$ cat src/rtl/rv32i_pkg.sv
// ============================================================================
// Module : rv32i_pkg
// Brief  : Shared RV32I decode types: opcode constants, ALU op codes and
//          the decoded-instruction record passed from decoder to execute.
// Rev    : 1.0
// ============================================================================
`default_nettype none

package rv32i_pkg;

    localparam logic [6:0] OPC_OP     = 7'b0110011;
    localparam logic [6:0] OPC_OP_IMM = 7'b0010011;
    localparam logic [6:0] OPC_LUI    = 7'b0110111;

    typedef enum logic [3:0] {
        ALU_ADD = 4'b0000,
        ALU_SUB = 4'b0001,
        ALU_XOR = 4'b0010,
        ALU_OR  = 4'b0011,
        ALU_AND = 4'b0100,
        ALU_SLL = 4'b0101,
        ALU_SRL = 4'b0110,
        ALU_MUL = 4'b1100,
        ALU_DIV = 4'b1101
    } alu_op_e;

    typedef struct packed {
        alu_op_e     alu_ops;
        logic        is_lui;
        logic        is_i_type;
        logic [31:0] imm;
        logic [4:0]  rs1_addr;
        logic [4:0]  rs2_addr;
        logic [4:0]  rd_addr;
        logic        rd_we;
        logic        illegal;
    } decoded_t;

endpackage

`default_nettype wire

$ cat src/rtl/rv32i_decoder.sv
// ============================================================================
// Module : rv32i_decoder
// Brief  : Pure combinational RV32I instruction -> decoded_t translation.
//          Define DECODE_M_EXT_EN to decode MUL/DIV (funct7 = 0000001).
// Rev    : 1.0
// ============================================================================
`default_nettype none

module rv32i_decoder
    import rv32i_pkg::*;
(
    input  logic [31:0] i_instr,
    output decoded_t    o_dec
);

    logic [6:0] w_opcode;
    logic [2:0] w_f3;
    logic [6:0] w_f7;
    logic       w_legal;
    alu_op_e    w_op;
    decoded_t   w_dec;

    assign w_opcode = i_instr[6:0];
    assign w_f3     = i_instr[14:12];
    assign w_f7     = i_instr[31:25];

    always_comb begin
        w_dec          = '0;
        w_legal        = 1'b0;
        w_op           = ALU_ADD;
        w_dec.rs1_addr = i_instr[19:15];

        case (w_opcode)
            OPC_OP: begin
                w_dec.rs2_addr = i_instr[24:20];
                case (w_f7)
                    7'b0000000: begin
                        w_legal = 1'b1;
                        case (w_f3)
                            3'b000:  w_op = ALU_ADD;
                            3'b001:  w_op = ALU_SLL;
                            3'b100:  w_op = ALU_XOR;
                            3'b101:  w_op = ALU_SRL;
                            3'b110:  w_op = ALU_OR;
                            3'b111:  w_op = ALU_AND;
                            default: w_legal = 1'b0;
                        endcase
                    end
                    7'b0100000: begin
                        w_legal = (w_f3 == 3'b000);
                        w_op    = ALU_SUB;
                    end
`ifdef DECODE_M_EXT_EN
                    7'b0000001: begin
                        w_legal = 1'b1;
                        case (w_f3)
                            3'b000:  w_op = ALU_MUL;
                            3'b100:  w_op = ALU_DIV;
                            default: w_legal = 1'b0;
                        endcase
                    end
`endif
                    default: w_legal = 1'b0;
                endcase
            end
            OPC_OP_IMM: begin
                if (w_f3 == 3'b000) begin
                    w_legal         = 1'b1;
                    w_dec.is_i_type = 1'b1;
                    w_dec.imm       = {{20{i_instr[31]}}, i_instr[31:20]};
                end
            end
            OPC_LUI: begin
                w_legal        = 1'b1;
                w_dec.is_lui   = 1'b1;
                w_dec.imm      = {12'b0, i_instr[31:12]};
                w_dec.rs1_addr = 5'd0;
            end
            default: w_legal = 1'b0;
        endcase

        // Illegal words still travel down the pipe, but must never write back.
        w_dec.rd_addr = i_instr[11:7];
        w_dec.illegal = ~w_legal;
        w_dec.alu_ops = w_legal ? w_op : ALU_ADD;
        w_dec.rd_we   = w_legal && (i_instr[11:7] != 5'd0);
    end

    assign o_dec = w_dec;

endmodule

`default_nettype wire

$ cat src/rtl/decode_stage.sv
// ============================================================================
// Module : decode_stage
// Brief  : RV32I decode stage with a 2-entry skid buffer (head + skid) in
//          front of execute. DECODE_M_EXT_EN enables MUL/DIV decode.
// Rev    : 1.0
// ============================================================================
`default_nettype none

module decode_stage
    import rv32i_pkg::*;
#(
    parameter int PC_W = 32
) (
    input  logic            clk,
    input  logic            rst_n,
    input  logic            flush,
    input  logic            in_valid,
    output logic            in_ready,
    input  logic [31:0]     in_instr,
    input  logic [PC_W-1:0] in_pc,
    output logic            out_valid,
    input  logic            out_ready,
    output logic [3:0]      out_alu_ops,
    output logic            out_is_lui,
    output logic            out_is_i_type,
    output logic [31:0]     out_imm,
    output logic [4:0]      out_rs1_addr,
    output logic [4:0]      out_rs2_addr,
    output logic [4:0]      out_rd_addr,
    output logic            out_rd_we,
    output logic            out_illegal,
    output logic [PC_W-1:0] out_pc
);

    typedef enum logic [1:0] {
        ST_EMPTY = 2'd0,
        ST_ONE   = 2'd1,
        ST_TWO   = 2'd2
    } state_t;

    state_t          r_state;
    state_t          w_state_nxt;
    decoded_t        w_dec;
    decoded_t        r_head;
    decoded_t        r_skid;
    logic [PC_W-1:0] r_head_pc;
    logic [PC_W-1:0] r_skid_pc;

    logic w_in_xfer;
    logic w_out_xfer;
    logic w_load_head;
    logic w_load_skid;
    logic w_promote;

    rv32i_decoder u_decoder (
        .i_instr (in_instr),
        .o_dec   (w_dec)
    );

    assign in_ready   = (r_state != ST_TWO);
    assign out_valid  = (r_state != ST_EMPTY);
    assign w_in_xfer  = in_valid && in_ready;
    assign w_out_xfer = out_valid && out_ready;

    always_ff @(posedge clk or negedge rst_n) begin
        if (!rst_n) begin
            r_state <= ST_EMPTY;
        end else begin
            r_state <= w_state_nxt;
        end
    end

    always_comb begin
        w_state_nxt = r_state;
        w_load_head = 1'b0;
        w_load_skid = 1'b0;
        w_promote   = 1'b0;
        case (r_state)
            ST_EMPTY: begin
                if (w_in_xfer) begin
                    w_state_nxt = ST_ONE;
                    w_load_head = 1'b1;
                end
            end
            ST_ONE: begin
                if (w_in_xfer && w_out_xfer) begin
                    w_load_head = 1'b1;
                end else if (w_in_xfer) begin
                    w_state_nxt = ST_TWO;
                    w_load_skid = 1'b1;
                end else if (w_out_xfer) begin
                    w_state_nxt = ST_EMPTY;
                end
            end
            ST_TWO: begin
                if (w_out_xfer) begin
                    w_state_nxt = ST_ONE;
                    w_promote   = 1'b1;
                end
            end
            default: w_state_nxt = ST_EMPTY;
        endcase
        if (flush) begin
            w_state_nxt = ST_EMPTY;
            w_load_head = 1'b0;
            w_load_skid = 1'b0;
            w_promote   = 1'b0;
        end
    end

    // Head only changes on load/promote, so outputs stay stable under backpressure.
    always_ff @(posedge clk or negedge rst_n) begin
        if (!rst_n) begin
            r_head    <= '0;
            r_skid    <= '0;
            r_head_pc <= '0;
            r_skid_pc <= '0;
        end else if (flush) begin
            r_head    <= '0;
            r_skid    <= '0;
            r_head_pc <= '0;
            r_skid_pc <= '0;
        end else begin
            if (w_load_head) begin
                r_head    <= w_dec;
                r_head_pc <= in_pc;
            end else if (w_promote) begin
                r_head    <= r_skid;
                r_head_pc <= r_skid_pc;
            end
            if (w_load_skid) begin
                r_skid    <= w_dec;
                r_skid_pc <= in_pc;
            end
        end
    end

    assign out_alu_ops   = r_head.alu_ops;
    assign out_is_lui    = r_head.is_lui;
    assign out_is_i_type = r_head.is_i_type;
    assign out_imm       = r_head.imm;
    assign out_rs1_addr  = r_head.rs1_addr;
    assign out_rs2_addr  = r_head.rs2_addr;
    assign out_rd_addr   = r_head.rd_addr;
    assign out_rd_we     = r_head.rd_we;
    assign out_illegal   = r_head.illegal;
    assign out_pc        = r_head_pc;

endmodule

`default_nettype wire

$ cat config.mk
export PLATFORM = sky130hd
export DESIGN_NAME = decode_stage
export DESIGN_NICKNAME = d
export VERILOG_FILES = /design/src/rtl/rv32i_pkg.sv /design/src/rtl/rv32i_decoder.sv /design/src/rtl/decode_stage.sv
export SDC_FILE = /design/constraint.sdc
export NUM_CORES = 1
export LEC_CHECK = 0
export CORE_MARGIN = 8
export CORE_UTILIZATION = 50
export CTS_BUF_LIST = sky130_fd_sc_hd__clkbuf_8
export DETAILED_ROUTE_END_ITERATION = 6
export PLACE_DENSITY = 0.8
export SYNTH_ARGS = -nofsm -noshare
export SYNTH_HDL_FRONTEND = slang
export SYNTH_SLANG_ARGS = --single-unit
export TNS_END_PERCENT = 30
$ cat constraint.sdc
create_clock -name clk -period 2.1 [get_ports clk]
set_clock_uncertainty 0.15 [all_clocks]
set_input_delay 0.42 -clock clk [delete_from_list [all_inputs] [get_ports clk]]
set_output_delay 0.42 -clock clk [all_outputs]
set_load 0.05 [all_outputs]
Word level (Yosys, flattened, before mapping)

Cells that the tools add are included.

Equal/unequal tests: 16
Multiplexer cells: 41
Bitwise logic cells: 1
Reduce and logical (&&, ||, !) cells: 13

Operator list:

| kind                 | count |
|---|---|
| $mux W55             | 5 |
| $mux W32             | 5 |
| $pmux W32 S2         | 1 |
| $mux W33             | 1 |
| $eq A7 B6 Y1 const B | 3 |
| $pmux W3 S5          | 1 |
| $mux W1              | 13 |
| $eq A3 B3 Y1 const B | 4 |
| $mux W2              | 6 |
| $mux W5              | 2 |
| $ne A3 B3 Y1 const B | 3 |
| $mux W4              | 2 |
| $pmux W4 S2          | 1 |
| $eq A7 B5 Y1 const B | 1 |
| $logic_not A7 Y1     | 1 |
| $pmux W2 S3          | 1 |
| $reduce_or A6 Y1     | 1 |
| $reduce_bool A5 Y1   | 1 |
| $logic_and A1 B1 Y1  | 4 |
| $ne A4 B4 Y1 const B | 1 |
| $pmux W1 S2          | 2 |
| $reduce_and A4 Y1    | 1 |
| $reduce_bool A2 Y1   | 2 |
| $eq A3 B1 Y1 const B | 1 |
| 8 further kinds      | 8 |

Register bits after elaboration: 176
Bits of input ports: 69

Logic depth before layout (Yosys ltp)

Gate-level depths: netlist of run 1.

Word-level depth: 8
Mapped depth: 7
Mapped depth without buffers: 5

By module

Synthesis of run 1 repeated with hierarchy kept, for this count alone.

Cell total of the unflattened synthesis: 824
Area total of the unflattened synthesis: 8837.2 um2

By module, submodules not included:

| module        | times used | cells each | area an instance (um2) | sequential area each (um2) |
|---|---|---|---|---|
| decode_stage  | 1          | 717        | 8177.8                 | 4404.2 |
| rv32i_decoder | 1          | 107        | 659.4                  | 0.0 |

Worst setup path after synthesis of run 1

OpenSTA, ideal clock, no wires.

Kind: input -> register
Start point: input port in_instr[14]
End point: register r_head, in the netlist out_imm[4]
Setup time: 0.066 ns
Arrival: 1.587 ns
Required time: 1.884 ns
Path slack: 0.298 ns
Stages on the path: 6
Path through: or4_4 -> nor2_8 -> buf_8 -> a22oi_1 -> o21ai_1 -> o21a_1

Longest elaborated chain between the ends: 5

Ends and longest elaborated chain:

| element              | line                | source |
|---|---|---|
| from (decl)          | decode_stage.sv:19  | `input logic [31:0] in_instr,` |
| $logic_not A3 Y1     | rv32i_decoder.sv:67 | `if (w_f3 == 3'b000) begin` |
| $mux W33             | rv32i_decoder.sv:67 |  |
| $pmux W32 S2         | rv32i_decoder.sv:33 | `case (w_opcode)` |
| $mux W55             | decode_stage.sv:124 | `if (w_load_head) begin` |
| $mux W55             | decode_stage.sv:118 | `end else if (flush) begin` |
| to (signal assigned) | decode_stage.sv:125 | `r_head <= w_dec;` |
| to (signal assigned) | decode_stage.sv:128 | `r_head <= r_skid;` |
| to (decl)            | decode_stage.sv:44  | `decoded_t r_head;` |

No other way between the ends.
A chain may end at the register's enable or synchronous reset.

Worst setup path after layout of run 1

Start point: register r_state[1]
End point: output port in_ready

Longest elaborated chain between the ends: 1

Ends and longest elaborated chain:

| element                | line               | source |
|---|---|---|
| from (decl)            | decode_stage.sv:41 | `state_t r_state;` |
| from (signal assigned) | decode_stage.sv:69 | `r_state <= w_state_nxt;` |
| $ne A2 B2 Y1           | decode_stage.sv:60 | `assign in_ready = (r_state != ST_TWO);` |
| to (decl)              | decode_stage.sv:18 | `output logic in_ready,` |

No other way between the ends.

==> results.md, run 1 <==
- Top post-synthesis cells by count: dfrtp_1 (152), o21ai_0 (86), nand2_1 (79), a21oi_1 (75), nor2_1 (68)
- Seq cells post-synth: 152
- Worst Hold Class: reg2reg
- Main synth FF type: dfrtp_1
- Layout area overhead: 35.85%
- Clk_lat worst skew: between 0.4 and 0.5 ns
- DR iter-0 viols: 446
- Peak supply drop: between 0.0003 and 0.0004 V
- WP data arrival: 1.43 ns
- Grt total ovfl: 0
- Worst setup EP type: output port
- Fraction of synthesized area in multiplexers: 0.1690%
- Share of power burned in registers: between 40% and 50%
- Routed vias: 5,998
- Clock-pin transition on the worst setup and hold timing paths: 0.08 ns
- Synth Area in Adders: 0%
- Switch Pwr: 2.261 mW
- Crit path capture: in_ready
- Pre-antenna DRT Iters: 4
- Critical Path Start Type: flop
- Min Tclk post-route: between 2 and 2.5 ns
- Crit path required time: 1.53 ns
- Die area: about 17,000 um2
- Placed insts: 1,003
- Core Util, Final: 68.90%
- PwrDens: 788.3 nW/um2
- Tot Pwr: 7.135 mW
- Crit-path cells: nor2b_1 > inv_1 > buf_4
- TritonCTS Buffers: 17
- Layout cell share with drive strength beyond 1: 19.53%
- CTS root buf: clkbuf_8
- Reg2Reg Setup Slack: about 0.21 ns
- Post-route non-filler standard cell count: between 1k and 1.5k
- Htree depth: 4
- Switch share: 31.68%
- Gate power share: 22.3%
- Syn Inst Count: approximately 670
- Hold Path Stages: 1
- Final GP Congestion: 0.8263
- FILL cells: 1,029
- Final TNS setup: 0 ns
- Slew Viols, Final: 0
- Slew headroom: between 60 and 70%
- Worst R2R Start: r_state[1]
- Critical-path top delay cell: dfrtp_1
- Worst Setup Slack, final: between 0.09 and 0.1 ns
- Slowest stage delay, CP: roughly 0.41 ns
- Synth area leader: dfrtp_1
- Fin area: 9051 um2
- Async SR Flop Fraction: 100.0%
- Worst reg2reg endpoint: out_rs2_addr[2]
- Max Cap Viol: 0
- Gr usage total: 22.70%
- XOR/XNOR Fraction of Synth Area: 0.1315%
- Vias in the first global route: 6,121
- Max clock buf depth: 2
- Post-Syn Area per Cell: approximately 9.9 um2
- Top Ports: ~160
- Count of different cell masters after synthesis: 48
- DP HPWL: 13,790 um
- IO buf count: 156
- Nets@finish: slightly above 900
- Critical Path Fanout Max: 6
- Area of the multi-input gates: 2584 um2
- WS Path Type: reg2out
- Simple-gate share of the synthesized area: 11.74%
- Fin crit share: around 95%
- Status: finished, final reports clean
- Post-synthesis sequential area ratio: 57.09%
- Top cells by area, synth: dfrtp_1 (57%), a22o_1 (6.6%), o21ai_0 (6.5%)
- Global-route wire length before repair: 32,120 um
- Mapped Area: ~6700 um2
- Final hold vios: 0
- Routed wire per std cell: 18.87 um
- Worst reg2reg path depth: 6
- Post-Place Setup Slack: -0.3622 ns
- Final setup violation count: 0
- Worst Setup SP: r_state[1]
- Starting Density: approximately 51%
- Worst-Margin Slew: between 0.5 and 0.6 ns
- Row cnt: 42
- Yosys synthesis warning count: 0
- Clock Power Share: 33.1%
- Fin Hold WS: approximately 0.32 ns
- P_int: 4.875 mW
- Count leader, synth: dfrtp_1
- Core Footprint: 13,140 um2
- DRC Markers: 0
- RSZ-0062 raised after global routing: no
- Register Area: between 3000 and 4000 um2
- Area fraction in compound gates after synthesis: 26.05%
- CTS tree: yes
- Max Fclk: 499.7 MHz
- Synthesized netlist net count: 742
- Die height: about 130 um
- Leakage: 4.267 nW
- Number of flops mapped to enable cells by yosys: 0
- Clock sink count: 152
- Share of the synthesized area in the top cell type: 57.09%
- Antenna violations before repair: 0
- Largest family of logic cells by synthesized area: compound AO/OA/AOI/OAI gates
- Routed wire length: between 15,000 and 20,000 um
- Placed cell areas: between 8000 and 9000 um2
- Die W: ~130 um
- Pin count of the biggest net entering global routing: 57
- Avg Vias per Cell: 5.790
- Ant diodes: 0
- DRT antenna net count: 0
==> state kept, by name, indices dropped and copies added (netlist names) <==
name,cells
out_pc,32
out_alu_ops,3
out_is_lui,1
r_state,2
out_rd_addr,5
out_illegal,1
out_is_i_type,1
out_rd_we,1
out_imm,21
r_skid_pc,32
out_rs1_addr,5
r_skid,43
out_rs2_addr,5
==> per-layer routing <==
layer	global-route usage [%]	share of wire (%)	vias up
met4	7.849	1.3	0
met2	37.59	50	251
li1	-	-	2713
met3	5.335	6.9	20
met1	28.66	42	3014
met5	0	0	-
==> power by group through the flow <==
stage | registers (mW) | logic (mW) | clock network (mW)
6_report | 3.19 | 1.59 | 2.36
5_1_grt | 3.21 | 1.69 | 2.51
4_1_cts | 3.19 | 1.60 | 2.40
3_5_place_dp | 3.24 | 1.64 | 0
3_3_place_gp | 3.24 | 1.62 | 0
2_1_floorplan | 3.71 | 0.443 | 0
==> placed cells by master (no fill, tap or decap), types with 3 or more instances in the layout <==
master           instances
dfrtp_1                152
buf_4                  105
o21ai_0                 86
nand2_1                 77
a21oi_1                 74
nor2_1                  68
clkdlybuf4s50_1         67
a22o_1                  50
dlygate4sd2_1           31
clkbuf_8                20
o21ai_1                 16
a21o_1                  16
o21a_1                  13
buf_12                  13
a22oi_1                  7
inv_1                    5
nand2b_1                 4
a22oi_2                  4
clkinvlp_4               4
nor2b_1                  3
a32o_1                   3
bufinv_16                3
==> area by class of cell <==
type | instances | area share, %
Multi-Input combinational cell | 456 | 28.55
Inverter | 2 | 0.08294
Timing Repair Buffer | 218 | 22.23
Tap cell | 176 | 2.433
Clock inverter | 12 | 1.645
Clock buffer | 20 | 3.041
Sequential cell | 152 | 42.02
==> worst min-delay path by stage <==
stage	end	slack, ns	startpoint
4_1_cts	r_skid[35]	0.33	r_skid[35]
6_report	r_skid[30]	0.32	r_skid[30]
2_1_floorplan	out_alu_ops[0]	-0.03	rst_n
5_1_grt	r_skid[31]	0.34	r_skid[31]
3_5_place_dp	r_skid[34]	0.28	rst_n
3_3_place_gp	r_skid[34]	0.26	rst_n
==> worst max-delay path, delay by kind of cell, from the launching register on <==
family,cells,cell delay (ns)
and+or+nand+nor,1,0.29
DFF,1,0.41
buffers and inverters,2,0.29
==> cells by family (layout without fill, tap and decap cells) <==
group,count (synthesis),count (layout)
compound gates,277,277
xor+xnor,1,1
buf+inv,65,252
flops,152,152
mux,1,1
other cells,1,1
simple gates,176,176
==> repair_timing <==
action                                  4_1_cts  5_1_grt
resized for setup                            31        1
hold endpoints to repair                     50        0
buffers inserted                              0        0
endpoints found under the setup margin       31        1
hold buffers                                  1        0
Power figures use the tool's default switching activity.
==> run 2, diff against run 1 <==
CAP_MARGIN = 25   (was unset)
REMOVE_ABC_BUFFERS = 1   (was unset)
==> run 2 against run 1 <==
Compared with the run above: fmax is 1.6% lower; critical path depth is 3 higher; routed wire length is 0.35% lower; count of clock-buffer cells in the layout is 2 higher; utilization is 0.63 points lower; clock power is 10% lower; non-clock buffer count is 2 lower; worst hold slack better by 0.0075 ns; die area stayed put; cell count is 0.19% lower; sequential power hardly changed; critical endpoint is now out_imm[14]; largest cell class unchanged; largest power group unchanged.
==> results.md, run 2 (synthesized netlist as in run 1, its figures left out) <==
- Status: finished, final reports clean
- Vias in the first global route: 6,383 (+4.3%)
- Max clock buf depth: 2 (unchanged)
- Starting Density: 50.71% (unchanged)
- Max reg flops: 43 (unchanged)
- Avg Vias per Cell: 5.916 (+2.2%)
- Die area: 17,280 um2 (unchanged)
- Slew Viols, Final: 0 (unchanged)
- Final TNS setup: 0 ns (unchanged)
- Htree depth: 4 (unchanged)
- RSZ-0062 raised after global routing: yes
- Layout area overhead: 34.61%
- Pin count of the biggest net entering global routing: 63 (+11%)
- WS Path Type: in2reg
- WP data arrival: 2.25 ns (+0.82 ns)
- Max Cap Viol: 0 (unchanged)
- PwrDens: 766.1 nW/um2 (-2.8%)
- Critical Path Fanout Max: 18 (+12)
- Core Footprint: 13,140 um2 (unchanged)
- Layout cell share with drive strength beyond 1: 18.65% (-0.89 points)
- Post-Place Setup Slack: -0.4113 ns (-0.04911 ns)
- Crit path required time: 2.32 ns (+0.79 ns)
- Worst-Margin Slew: 0.6050 ns (+0.05099 ns)
- Row cnt: 42 (unchanged)
- Worst setup EP type: flop
- Die W: 131.4 um (unchanged)
- Clock sink count: 152 (unchanged)
- Routed wire per std cell: 18.84 um (-0.16%)
- Commonest non-fill, non-tap cell in the layout: dfrtp_1
- IO buf count: 156 (unchanged)
- Clock-pin transition on the worst setup and hold timing paths: 0.08 ns (about the same)
- Final setup violation count: 0 (unchanged)
- Antenna violations before repair: 0 (unchanged)
- DRC Markers: 0 (unchanged)
- Nets@finish: 914 (-0.22%)
- Pre-antenna DRT Iters: 5 (+1)
- Routed vias: 6,117 (+2.0%)
- DP HPWL: 13,390 um (-2.9%)
- Worst Hold Class: reg2reg
- Most frequent cells in the layout: dfrtp_1 (152), buf_4 (100), o21ai_0 (86)
- TritonCTS Buffers: 17 (unchanged)
- Die height: 131.4 um (unchanged)
- Leakage: 4.252 nW (-0.36%)
- Max Fclk: 491.6 MHz (-1.6%)
- Slew headroom: 59.66% (-3.4 points)
- Critical Path Start Type: primary input
- CTS tree: yes
- Worst Setup Slack, final: 0.06570 ns (-0.03296 ns)
- Clk_lat worst skew: 0.45 ns (about the same)
- Gr usage total: 22.65% (-0.046 points)
- Top Ports: 158 (unchanged)
- Final GP Congestion: 0.8257 (about the same)
- Min Tclk post-route: 2.034 ns (+0.03296 ns)
- Placed insts: 1,001 (-0.20%)
- Largest reg by FF count: r_skid
- Peak supply drop: 0.0003918 V (+3.4%)
- Post-route non-filler standard cell count: 1,034 (-0.19%)
- Fin crit share: 96.87% (+1.6 points)
- Final hold vios: 0 (unchanged)
- DRT antenna net count: 0 (unchanged)
- CTS root buf: clkbuf_8
- Ant diodes: 0 (unchanged)
- DR iter-0 viols: 682 (+53%)
- Routed wire length: 19,480 um (-0.35%)
- Global-route wire length before repair: 32,220 um (+0.32%)
- Grt total ovfl: 0 (unchanged)
## run 2: cell types whose count changed in the layout (fill, tap and decap cells not counted), moves of 2 or more
cell,previous run,this run
dlygate4sd2_1,31,36
clkbuf_8,20,22
inv_6,2,0
bufinv_16,3,1
buf_4,105,100
buf_12,13,11
clkinvlp_4,4,1
clkinv_2,0,4
## run 2: cell type report
type	count	area (um2)
clock buffers	22	302.8
flip-flops and latches	152	3804
clock inverters	10	77.57
well taps	176	220.2
multi-input cells	456	2579
fillers	1026	4169
repair buffers	216	1978
inverters	2	7.507
## run 2: power by group
group / switching (mW) / total, mW / internal (mW)
combinational: 1.06 / 1.56 / 0.506
sequential: 0.105 / 3.19 / 3.08
clock: 1.04 / 2.12 / 1.08
## run 2: layer usage
metal	track usage (%)	part of all wire (%)	up-vias
met5	0	0	-
met4	9.190	1.5	0
met3	6.517	8.0	28
met2	35.20	48	316
met1	29.31	42	3072
li1	-	-	2701
## run 2: worst paths after layout
kind / startpoint / to / slack [ns] / depth (start not counted)
min in group asynchronous: rst_n / out_pc[11] / 0.38 / 2
setup reg to reg: r_state[1] / out_rs2_addr[2] / 0.14 / 6
hold reg to reg: r_skid[24] / r_skid[24] / 0.33 / 2
hold / removal: r_skid[24] / r_skid[24] / 0.33 / 2
max in group asynchronous: rst_n / r_skid_pc[13] / 0.80 / 3
setup / recovery: in_instr[14] / out_imm[14] / 0.07 / 6
## run 2: per-stage QoR
step | power [mW] | cell area (um2) | hold WS, ns | util [%]
2_1_floorplan | 4.104 | 6352 | -0.02559 | -
3_5_place_dp | 4.861 | 8622 | 0.3033 | 65.63
6_report | 6.871 | 8969 | 0.3306 | 68.27
4_1_cts | 6.917 | 8967 | 0.3333 | 68.26
3_3_place_gp | 4.823 | 8622 | 0.2943 | 65.63
5_1_grt | 7.137 | 8969 | 0.3480 | 68.27
## run 2: repair_timing
item                       CTS  global route
setup endpoints to repair   36             3
resized for setup           36             1
hold buffers                 1             0
gates cloned                 0             0
buffers inserted             0             0
hold endpoints to repair    57             0
## run 2: worst max-delay path, stage by stage
cell and delay [ns]:
clkdlybuf4s50_1 0.45, or4_4 0.59, nor2_8 0.26, nand2_4 0.19
a21o_1 0.20, a21oi_1 0.13
==> run 3, diff against run 2 <==
CTS_BUF_LIST = unset   (was sky130_fd_sc_hd__clkbuf_8)
==> run 3 against run 2 <==
Compared with the run above: register-to-register slack about the same; largest power group unchanged; count of clock-buffer cells in the layout increased by 3; sequential share of layout area decreased by 1.0 points; design area increased by 2.4%; clock power increased by 37%; sequential cell count unchanged; highest routed layer unchanged; sequential power about the same; via count decreased by 0.80%; largest cell class unchanged; fmax decreased by 0.41%.
==> results.md, run 3 (synthesized netlist as in run 1, its figures left out) <==
- Status: finished, final reports clean
- PwrDens: 835.3 nW/um2 (+9.0%)
- Layout area overhead: 37.88%
- Starting Density: 50.71% (unchanged)
- Max clock buf depth: 2 (unchanged)
- DRC Markers: 0 (unchanged)
- Nets@finish: 917 (+0.33%)
- Clock-pin transition on the worst setup and hold timing paths: 0.06 ns (-0.02 ns)
- DP HPWL: 13,390 um (unchanged)
- Worst Setup Slack, final: 0.05724 ns (-0.008464 ns)
- Die W: 131.4 um (unchanged)
- Switch Pwr: 2.295 mW (+4.0%)
- Top Ports: 158 (unchanged)
- DR iter-0 viols: 587 (-14%)
- Routed wire length: 19,670 um (+1.0%)
- Worst Hold Class: reg2reg
- WS Path Type: in2reg
- Final setup violation count: 0 (unchanged)
- CTS root buf: clkbuf_16
- Avg Vias per Cell: 5.851 (-1.1%)
- DRT antenna net count: 0 (unchanged)
- Vias in the first global route: 6,403 (+0.31%)
- Share of power burned in registers: 41.6% (-4.8 points)
- Final hold vios: 0 (unchanged)
- Pin count of the biggest net entering global routing: 63 (unchanged)
- Clock sink count: 152 (unchanged)
- Antenna violations before repair: 0 (unchanged)
- Cell family with most CP delay: simple AND/OR/NAND/NOR gates
- WP data arrival: 2.25 ns (about the same)
- Buffers & Inverters on Critical Path: 2 (+1)
- Routed wire per std cell: 18.97 um (+0.71%)
- Pre-antenna DRT Iters: 7 (+2)
- Global-route wire length before repair: 32,390 um (+0.51%)
- Grt total ovfl: 0 (unchanged)
- FILL cells: 992 (-3.3%)
- Slowest stage delay, CP: 0.61 ns (+0.02 ns)
- Htree depth: 4 (unchanged)
- Ant diodes: 0 (unchanged)
- Slew Viols, Final: 0 (unchanged)
- Critical Path Start Type: primary input
- Max Cap Viol: 0 (unchanged)
- Fin Hold WS: 0.3261 ns (-0.004510 ns)
- Peak supply drop: 0.0004903 V (+25%)
- Leakage: 4.338 nW (+2.0%)
- Crit-path cells: clkdlybuf4s50_1 > or4_4 > nor2_8 > buf_4 > a22oi_1 > o21ai_0 > o21a_1
- Placed insts: 1,001 (unchanged)
- Routed vias: 6,068 (-0.80%)
- Switch share: 29.91% (-2.2 points)
- Largest reg by FF count: r_skid
- Row cnt: 42 (unchanged)
- TritonCTS Buffers: 17 (unchanged)
- Crit path required time: 2.31 ns (about the same)
- Worst-Margin Slew: 0.6017 ns (-0.003311 ns)
- Post-Place Setup Slack: -0.4113 ns (unchanged)
- P_int: 5.378 mW (+15%)
- Fin crit share: 97.27% (+0.40 points)
- Worst setup EP type: flop
- Min Tclk post-route: 2.043 ns (+0.008464 ns)
- Final GP Congestion: 0.8257 (unchanged)
- Max reg flops: 43 (unchanged)
- IO buf count: 156 (unchanged)
- Die area: 17,280 um2 (unchanged)
- Max Fclk: 489.5 MHz (-0.41%)
- Slew headroom: 59.89% (+0.22 points)
- Clock Power Share: 38.0% (+7.1 points)
- Layout cell share with drive strength beyond 1: 18.93% (+0.28 points)
- CTS tree: yes
- Post-route non-filler standard cell count: 1,037 (+0.29%)
- Core Util, Final: 69.92% (+1.7 points)
- Gr usage total: 22.86% (+0.21 points)
- Critical Path Fanout Max: 7 (-11)
- Critical-path top delay cell: or4_4
- Die height: 131.4 um (unchanged)
- Commonest non-fill, non-tap cell in the layout: dfrtp_1
- Clk_lat worst skew: 0.42 ns (-0.03 ns)
- Gate power share: 20.4% (-2.3 points)
- Most frequent cells in the layout: dfrtp_1 (152), buf_4 (102), o21ai_0 (86)
- Core Footprint: 13,140 um2 (unchanged)
run 3: changes by cell type in the layout (fill, tap and decap cells not counted):
cell,change
buf_4,+2
clkbuf_1,+3
nor2_4,+1
clkbuf_16,+17
clkbuf_8,-17
inv_1,-3
run 3: tightest hold or removal path, stage by stage (launching register included):
cell and delay, ns:
dfrtp_1 0.33, nand2_1 0.04, o21ai_0 0.06
run 3: stage by stage:
stage                     setup TNS, ns  power, mW  area [um2]
after floorplan                 -287.94      4.104        6352
after global placement           -23.23      4.823        8622
after detailed placement         -31.84      4.861        8622
after CTS                             0      7.725        9159
after global routing          -0.001140      7.946        9186
final                                 0      7.673        9186
run 3: worst paths after layout:
path | startpoint | slack (ns) | endpoint | depth (start not counted)
setup reg to reg | r_state[1] | 0.14 | out_rs2_addr[2] | 6
min in group asynchronous | rst_n | 0.41 | out_pc[2] | 2
max in group asynchronous | rst_n | 0.77 | out_pc[20] | 3
hold / removal | r_skid[24] | 0.33 | r_skid[24] | 2
hold reg to reg | r_skid[24] | 0.33 | r_skid[24] | 2
setup / recovery | in_instr[14] | 0.06 | out_imm[3] | 7
run 3: metal layers:
metal | vias to the layer above | part of all wire (%) | GRT usage (%)
met2 | 289 | 48 | 36.19
met5 | - | 0 | 0
met4 | 0 | 1.6 | 7.466
li1 | 2704 | - | -
met1 | 3048 | 43 | 29.24
met3 | 27 | 7.8 | 7.279
run 3: final cells by class:
type                       instances  area (um2)  share of cell area [%]
clock inverter                     7       66.31                  0.7219
multi-input combinational        457        2590                   28.19
timing repair buffer             218        1993                   21.70
clock buffer                      25       505.5                   5.503
tap                              176       220.2                   2.397
sequential                       152        3804                   41.41
inverter                           2       7.507                 0.08172
run 3: power by group through the flow:
stage | combinational, mW | clock (mW) | sequential, mW
after floorplan | 0.336 | 0 | 3.77
final | 1.57 | 2.91 | 3.20
after global routing | 1.66 | 3.07 | 3.21
after CTS | 1.57 | 2.96 | 3.20
after global placement | 1.58 | 0 | 3.24
after detailed placement | 1.61 | 0 | 3.25
run 3: what timing repair did:
item	CTS	global route
buffers inserted	0	2
hold buffers	1	0
pin swaps	0	1
setup endpoints to repair	36	11
gates cloned	0	1
resized for setup	36	1
endpoints found under the hold margin	57	0
